`src/rtl/pmu_cmd_tx.sv`:
```
// pmu_cmd_tx: host-side serial command transmitter for the PMU port.
// Shifts instr+payload MSB-first on sdo/sen, then optionally captures a response word from sdi.
`timescale 1ns/1ps
module pmu_cmd_tx #(
    parameter int INSTR_W    = 4,
    parameter int DATA_W     = 128,
    parameter int RESP_W     = 32,
    parameter int GAP_CYCLES = 2
) (
    input  logic               clk,
    input  logic               rst,
    input  logic               cmd_valid,
    output logic               cmd_ready,
    input  logic [INSTR_W-1:0] cmd_instr,
    input  logic [DATA_W-1:0]  cmd_data,
    input  logic               cmd_rd,
    output logic               sdo,
    output logic               sen,
    input  logic               sdi,
    output logic               rsp_valid,
    output logic [RESP_W-1:0]  rsp_data,
    output logic               done,
    output logic               busy
);
    localparam int N    = INSTR_W + DATA_W;
    localparam int MAX1 = N > GAP_CYCLES ? N : GAP_CYCLES;
    localparam int MAXV = MAX1 > RESP_W ? MAX1 : RESP_W;
    localparam int CW   = $clog2(MAXV + 1);
    localparam logic [CW-1:0] SHIFT_LD = CW'(N - 1);
    localparam logic [CW-1:0] GAP_LD   = CW'(GAP_CYCLES > 0 ? GAP_CYCLES - 1 : 0);
    localparam logic [CW-1:0] CAP_LD   = CW'(RESP_W - 1);

    typedef enum logic [2:0] {IDLE, SHIFT, GAP, CAP, FIN} state_t;

    state_t            state_q, state_d;
    logic [CW-1:0]     cnt_q, cnt_d;
    logic [N-1:0]      sh_q, sh_d;
    logic [RESP_W-1:0] cap_q, cap_d, rsp_data_q, rsp_data_d;
    logic              rd_q, rd_d;
    logic              sdo_q, sdo_d, sen_q, sen_d, ready_q, ready_d;
    logic              done_q, done_d, rsp_valid_q, rsp_valid_d;
    logic              last;

    assign last = cnt_q == '0;

    always_comb begin
        state_d    = state_q;
        cnt_d      = last ? cnt_q : cnt_q - 1'b1;
        sh_d       = sh_q;
        cap_d      = cap_q;
        rsp_data_d = rsp_data_q;
        rd_d       = rd_q;
        unique case (state_q)
            IDLE: if (cmd_valid) begin
                state_d = SHIFT;
                cnt_d   = SHIFT_LD;
                sh_d    = {cmd_instr, cmd_data};
                rd_d    = cmd_rd;
            end
            SHIFT: begin
                sh_d = sh_q << 1;
                if (last) begin
                    state_d = GAP_CYCLES > 0 ? GAP : (rd_q ? CAP : FIN);
                    cnt_d   = GAP_CYCLES > 0 ? GAP_LD : CAP_LD;
                end
            end
            GAP: if (last) begin
                state_d = rd_q ? CAP : FIN;
                cnt_d   = CAP_LD;
            end
            CAP: begin
                cap_d = {cap_q[RESP_W-2:0], sdi};
                if (last) begin
                    state_d    = FIN;
                    rsp_data_d = cap_d;
                end
            end
            FIN:     state_d = IDLE;
            default: state_d = IDLE;
        endcase
        // outputs are decoded from the next state so they appear registered in step with it
        sen_d       = state_d == SHIFT;
        sdo_d       = sen_d & sh_d[N-1];
        ready_d     = state_d == IDLE;
        done_d      = state_d == FIN;
        rsp_valid_d = (state_d == FIN) & rd_q;
    end

    always_ff @(posedge clk or negedge rst) begin
        if (!rst) begin
            state_q     <= IDLE;
            cnt_q       <= '0;
            sh_q        <= '0;
            cap_q       <= '0;
            rsp_data_q  <= '0;
            rd_q        <= 1'b0;
            sdo_q       <= 1'b0;
            sen_q       <= 1'b0;
            ready_q     <= 1'b1;
            done_q      <= 1'b0;
            rsp_valid_q <= 1'b0;
        end else begin
            state_q     <= state_d;
            cnt_q       <= cnt_d;
            sh_q        <= sh_d;
            cap_q       <= cap_d;
            rsp_data_q  <= rsp_data_d;
            rd_q        <= rd_d;
            sdo_q       <= sdo_d;
            sen_q       <= sen_d;
            ready_q     <= ready_d;
            done_q      <= done_d;
            rsp_valid_q <= rsp_valid_d;
        end
    end

    assign cmd_ready = ready_q;
    assign busy      = ~ready_q;
    assign sdo       = sdo_q;
    assign sen       = sen_q;
    assign done      = done_q;
    assign rsp_valid = rsp_valid_q;
    assign rsp_data  = rsp_data_q;
endmodule

```
`config.mk`:
```
export PLATFORM = sky130hd
export DESIGN_NAME = pmu_cmd_tx
export DESIGN_NICKNAME = d
export VERILOG_FILES = /design/src/rtl/pmu_cmd_tx.sv
export SDC_FILE = /design/constraint.sdc
export NUM_CORES = 1
export LEC_CHECK = 0
export ABC_AREA = 0
export BUFFER_PORTS_ARGS = -buffer_cell sky130_fd_sc_hd__buf_2
export CORE_MARGIN = 3
export CORE_UTILIZATION = 30
export CTS_BUF_LIST = sky130_fd_sc_hd__clkbuf_2 sky130_fd_sc_hd__clkbuf_4 sky130_fd_sc_hd__clkbuf_8
export CTS_CLUSTER_DIAMETER = 150
export DETAILED_ROUTE_END_ITERATION = 10
export SYNTH_ARGS = -nofsm -noshare
export SYNTH_HDL_FRONTEND = slang
export SYNTH_SLANG_ARGS = --single-unit
```
`constraint.sdc`:
```
create_clock -name clk -period 3 [get_ports clk]
set_clock_uncertainty 0.15 [all_clocks]
set_input_delay 0.3 -clock clk [delete_from_list [all_inputs] [get_ports clk]]
set_output_delay 0.3 -clock clk [all_outputs]
set_load 0.03 [all_outputs]
```
==> flow_metrics.env, run 1 <==
export IMPL_clock_latency_ps=520
export IMPL_nets=1150
export IMPL_antenna_found_initial=1
export IMPL_clockBufferDepth=3
export IMPL_routed_wirelength_um=22200
export IMPL_dieArea_um2=31100
export IMPL_antenna_left=0
export IMPL_numCtsBuffers=38
export IMPL_crit_arrival_ps=2700
export IMPL_cts_reportedPaths_clkPinSlew_ps=60
export IMPL_syn_inst=705
export IMPL_drv_slew=0
export IMPL_max_cap_violations=0
export IMPL_timing_rr_end="rsp_data[1]$_DFFE_PN0P_"
export IMPL_route_detailed_drc=4
export IMPL_layout_area_seq_um2=5310
export IMPL_synthTopCellsByArea="dfrtp_1 (61%), a222oi_1 (9.9%), mux2_2 (8.2%)"
export IMPL_crit_path_max_fanout=32
export IMPL_endpoint_kind="flop"
export IMPL_grt_use_met3_pct=3.46
export IMPL_reg2reg_slack_ps=540
export IMPL_reg2reg_from="cnt_q[3]$_DFF_PN0_"
export IMPL_grt_pass1_wl_um=36100
export IMPL_tightestPinTransition_ps=877
export IMPL_ys_seq_area_share_pct=61.0
export IMPL_fmax_ghz=0.407
export IMPL_syn_nets=843
export IMPL_routed_via_density=4.86
export IMPL_hold_viol_final=0
export IMPL_criticalPathCategory="flop to flop"
export IMPL_max_slew_margin_pct=41.4
export IMPL_pre_cts_slack_ps=544
export IMPL_io_buffers=174
export IMPL_worst_setup_path_start_kind="flop"
export IMPL_grt_pass1_vias=7124
export IMPL_dominantRegCellSynth="dfrtp_1"
export IMPL_rows=61
export IMPL_hpwlAfterDp_um=12500
export IMPL_period_needed_ps=2460
export IMPL_initial_core_util_pct=30.9
export IMPL_async_flop_share_pct=100
export IMPL_setup_tns_ps=0
export IMPL_use_met2_pct=22.7
export IMPL_rsz0062_at_grt="no"
export IMPL_most_common_layout_cells="dfrtp_1 (211), buf_2 (173), dlygate4sd3_1 (134), inv_1 (91), a222oi_1 (86)"
export IMPL_clkSinkCount=212
export IMPL_yosysWarnings=0
export IMPL_cts_htree_levels=2
export IMPL_critPathRequiredTime_ps=3240
export IMPL_num_fill_cells=2588
export IMPL_hp_class="primary input to flop"
export IMPL_cts_resized=0
export IMPL_outcome="complete, but fails checks"
export IMPL_period_share_pct=81.9
export IMPL_reg2reg_depth=4
export IMPL_pin_count=175
export IMPL_peakVddDrop_v=0.000347
export IMPL_synth_top_cell_by_area="dfrtp_1"
export IMPL_synth_top_area_share_pct=60.7
export IMPL_die_w_um=176
export IMPL_hold_path_startpoint="cmd_valid"
export IMPL_violations="DRC"
export IMPL_synthToLayoutAreaGrowth_pct=40.2
export IMPL_hold_end="cmd_ready$_DFF_PN1_"
export IMPL_wl_per_cell_um=15.7
export IMPL_synth_cell_types=39
export IMPL_track_usage_pct=14.0
export IMPL_setup_viol_count_final=0
export IMPL_drive_above_1_share_pct=31.2
export IMPL_powerDensity_nw_per_um2=498
export IMPL_avgSynthCellArea_um2=12.3
export IMPL_grt_max_degree=177
export IMPL_globalRoute_busiestLayer="met2"
export IMPL_grt_remaining_overflow=0
export IMPL_multi_input_area_um2=2840
export IMPL_coreArea_um2=28200
export IMPL_drt_initial_drc_count=739
export IMPL_synth_edff_count=0
export IMPL_syn_area_um2=8700
export IMPL_vias=6889
export IMPL_postLayoutSetupSlackWorst_ps=543
export IMPL_post_cts_buffers=0
export IMPL_p_leak_nw=6.32
export IMPL_met1_usage_pct=18.5
export IMPL_cts_tree="built"
export IMPL_gp_congestion=0.744
export IMPL_ys_seq_elements=212
export IMPL_cts_root_buffer="clkbuf_8"
export IMPL_layout_commonest_cell="dfrtp_1"
export IMPL_drt_pass1_iterations=11
export IMPL_hold_depth=3
export IMPL_die_h_um=176
area by class of cell:
| type | count | share of cell area [%] |
|---|---|---|
| multi-input cells | 349 | 23.3 |
| flip-flops and latches | 212 | 43.5 |
| inverters | 91 | 2.80 |
| clock buffers | 56 | 6.01 |
| repair buffers | 320 | 19.8 |
| diodes | 1 | 0.0205 |
| clock inverters | 11 | 0.698 |
| well taps | 378 | 3.88 |
cells by family after synthesis:
kind of cell / Yosys count / synth area share (%)
AO/OA/AOI/OAI: 150 / 13.9
buffers and inverters: 144 / 6.57
AND/OR/NAND/NOR: 86 / 4.63
multiplexers: 110 / 13.6
flip-flops: 212 / 61.0
adder cells (fa/ha/maj): 1 / 0.144
XOR/XNOR: 2 / 0.201
what timing repair did:
item / CTS / global route
endpoints found under the hold margin: 217 / 0
setup endpoints to repair: 0 / 0
hold buffers: 134 / 0
registers in the layout, summed over array words and instances (netlist names):
register,flops
sh_q,132
rsp_data,32
cap_q,31
cnt_q,8
state_q,3
cmd_ready,1
done,1
rd_q,1
rsp_valid,1
sdo,1
sen,1
report_power, final:
group | switching (mW) | internal [mW]
clock network | 1.20 | 1.66
registers | 0.000458 | 2.86
logic | 0.141 | 0.210
total | 1.34 | 4.73
cell usage after synthesis (2+ instances only):
library cell	instances
and2_1	3
nor4_1	2
a21oi_1	5
nand2_1	54
o21ai_0	49
buf_1	4
buf_6	3
dfrtp_1	211
nor2b_1	4
nor3_1	4
mux2i_1	47
a222oi_1	86
mux2_2	63
clkbuf_1	39
a21o_1	2
inv_1	91
buf_2	7
nand3_1	2
nor2_1	8
nand2b_1	2
metal layers:
metal  vias up  wire length, um  share of wire [%]
met2       253            10700                 48
met3        41             1520                6.8
met5         -                0                  0
met4         0              455                2.0
li1       3192                -                  -
met1      3403             9530                 43
critical path, stage by stage (launching register included):
cell	delay (ps)
dfrtp_1	410
or4_1	680
nor4_4	280
buf_4	410
mux2_2	390
per-stage QoR:
stage,power (mW),utilization [%],std cells,hold WS [ps],cell area (um2)
finish,6.07,43.3,1418,61.9,12200
global route,6.33,43.3,1418,31.5,12200
CTS,6.18,43.3,1417,15.6,12200
detailed placement,3.12,35.6,1216,273,10000
global placement,3.12,35.6,1216,272,10000
floorplan,2.96,-,705,-146,8700
worst max-delay path by stage:
stage	from	to
floorplan	cnt_q[3]$_DFF_PN0_	rsp_data[10]$_DFFE_PN0P_
global placement	cnt_q[3]$_DFF_PN0_	rsp_data[25]$_DFFE_PN0P_
detailed placement	cnt_q[3]$_DFF_PN0_	rsp_data[1]$_DFFE_PN0P_
CTS	cnt_q[3]$_DFF_PN0_	rsp_data[1]$_DFFE_PN0P_
global route	cnt_q[3]$_DFF_PN0_	rsp_data[8]$_DFFE_PN0P_
finish	cnt_q[3]$_DFF_PN0_	rsp_data[1]$_DFFE_PN0P_
Power figures use the tool's default switching activity.
==> run 2: changes to the inputs <==
==> constraint.sdc (replaced) <==
create_clock -name clk -period 2.25 [get_ports clk]
set_clock_uncertainty 0.15 [all_clocks]
set_input_delay 0.225 -clock clk [delete_from_list [all_inputs] [get_ports clk]]
set_output_delay 0.225 -clock clk [all_outputs]
set_load 0.03 [all_outputs]
==> flow_metrics.env, run 2 (synthesis results as in run 1) <==
export IMPL_hpwlAfterDp_um=13400
export IMPL_cts_root_buffer="clkbuf_8"
export IMPL_drive_above_1_share_pct=32.0
export IMPL_reg2reg_depth=5
export IMPL_hp_class="primary input to asynchronous set/reset pin"
export IMPL_reg2reg_from="state_q[2]$_DFF_PN0_"
export IMPL_period_share_pct=94.4
export IMPL_route_detailed_drc=0
export IMPL_max_cap_violations=0
export IMPL_initial_core_util_pct=30.9
export IMPL_postLayoutSetupSlackWorst_ps=126
export IMPL_p_leak_nw=6.39
export IMPL_cts_reportedPaths_clkPinSlew_ps=60
export IMPL_tightestPinTransition_ps=752
export IMPL_peakVddDrop_v=0.000471
export IMPL_total_power_mw=7.98
export IMPL_routed_wirelength_um=22300
export IMPL_synthToLayoutAreaGrowth_pct=41.5
export IMPL_critPathRequiredTime_ps=2490
export IMPL_whs_ps=85.7
export IMPL_final_cells=1429
export IMPL_dieArea_um2=31100
export IMPL_fmax_ghz=0.471
export IMPL_place_area_um2=10200
export IMPL_drv_slew=0
export IMPL_rows=61
export IMPL_worst_setup_path_start_kind="flop"
export IMPL_antenna_left=0
export IMPL_clock_latency_ps=500
export IMPL_coreArea_um2=28200
export IMPL_cts_tree="built"
export IMPL_outcome="completed"
export IMPL_cts_htree_levels=2
export IMPL_max_slew_margin_pct=49.8
export IMPL_design_area_um2=12300
export IMPL_grt_remaining_overflow=0
export IMPL_pin_count=175
export IMPL_wl_per_cell_um=15.6
export IMPL_fin_util_pct=43.7
export IMPL_rsz0062_at_grt="no"
export IMPL_drt_initial_drc_count=697
export IMPL_layout_commonest_cell="dfrtp_1"
export IMPL_io_buffers=174
export IMPL_post_cts_buffers=0
export IMPL_startpoint="state_q[2]$_DFF_PN0_"
export IMPL_grt_max_degree=118
export IMPL_pre_cts_slack_ps=23.4
export IMPL_nets=1164
export IMPL_routed_via_density=4.83
export IMPL_most_common_layout_cells="dfrtp_1 (211), buf_2 (173), dlygate4sd3_1 (135), inv_1 (91), a222oi_1 (86)"
export IMPL_setup_tns_ps=0
export IMPL_period_needed_ps=2120
export IMPL_vias=6898
export IMPL_setup_viol_count_final=0
export IMPL_criticalPathCategory="flop to flop"
export IMPL_clockBufferDepth=3
export IMPL_reg2reg_slack_ps=130
export IMPL_numPlacedInstances=1229
export IMPL_drt_pass1_iterations=8
export IMPL_die_h_um=176
export IMPL_antenna_found_initial=0
export IMPL_crit_arrival_ps=2360
export IMPL_powerDensity_nw_per_um2=648
export IMPL_grt_pass1_vias=7234
export IMPL_clkSinkCount=212
export IMPL_antenna_cells=0
export IMPL_grt_pass1_wl_um=36500
export IMPL_track_usage_pct=14.2
export IMPL_largest_register_ffs=132
export IMPL_regMostFlops="sh_q"
export IMPL_numCtsBuffers=38
export IMPL_gp_congestion=0.774
export IMPL_num_fill_cells=2592
export IMPL_crit_path_max_fanout=27
export IMPL_die_w_um=176
export IMPL_hold_viol_final=0
export IMPL_endpoint_kind="flop"
==> run 2: cell types whose count changed in the layout (fill, tap and decap cells not counted), moves of 2 or more <==
cell / before / now
buf_12: 8 / 10
buf_4: 4 / 15
clkinvlp_4: 2 / 0
clkbuf_4: 6 / 14
clkinv_2: 8 / 2
==> run 2: critical path, stage by stage (launching register included) <==
cell and delay (ps):
dfrtp_1 460, nor2b_1 250, nand2_1 170, nor4_4 380
buf_12 240, mux2_2 360
==> run 2: where the power goes <==
group | total (mW) | internal (mW) | switching (mW)
clock | 3.68 | 2.17 | 1.51
sequential | 3.82 | 3.82 | 0.000618
combinational | 0.481 | 0.287 | 0.194
==> run 2: path summary, 6_finish.rpt <==
kind / end
setup / recovery: rsp_data[30]$_DFFE_PN0P_
hold / removal: sh_q[111]$_DFFE_PN0P_
setup reg to reg: rsp_data[30]$_DFFE_PN0P_
hold reg to reg: sh_q[116]$_DFFE_PN0P_
max in group asynchronous: cmd_ready$_DFF_PN1_
min in group clk: sh_q[131]$_DFF_PN0_
==> run 2: timing repair <==
item | CTS | global route
gates resized for setup | 0 | 2
hold buffers | 135 | 0
hold endpoints to repair | 346 | 0
setup endpoints to repair | 0 | 29
==> run 2: per-layer routing <==
layer	up-vias	part of all wire (%)	wire length [um]	GRT usage, %
li1	3229	-	-	-
met2	232	48	10700	23.6
met1	3397	44	9840	18.8
met4	0	1.8	408	4.22
met5	-	0	0	0
met3	40	5.8	1290	3.10
==> run 2: area by class of cell <==
class / instances / area, um2 / area share, %
clock buffer: 63 / 779 / 6.33
clock inverter: 2 / 10.0 / 0.0813
inverter: 91 / 342 / 2.78
multi-input combinational: 349 / 2850 / 23.2
sequential: 212 / 5310 / 43.1
tap: 378 / 473 / 3.84
timing repair buffer: 334 / 2540 / 20.7
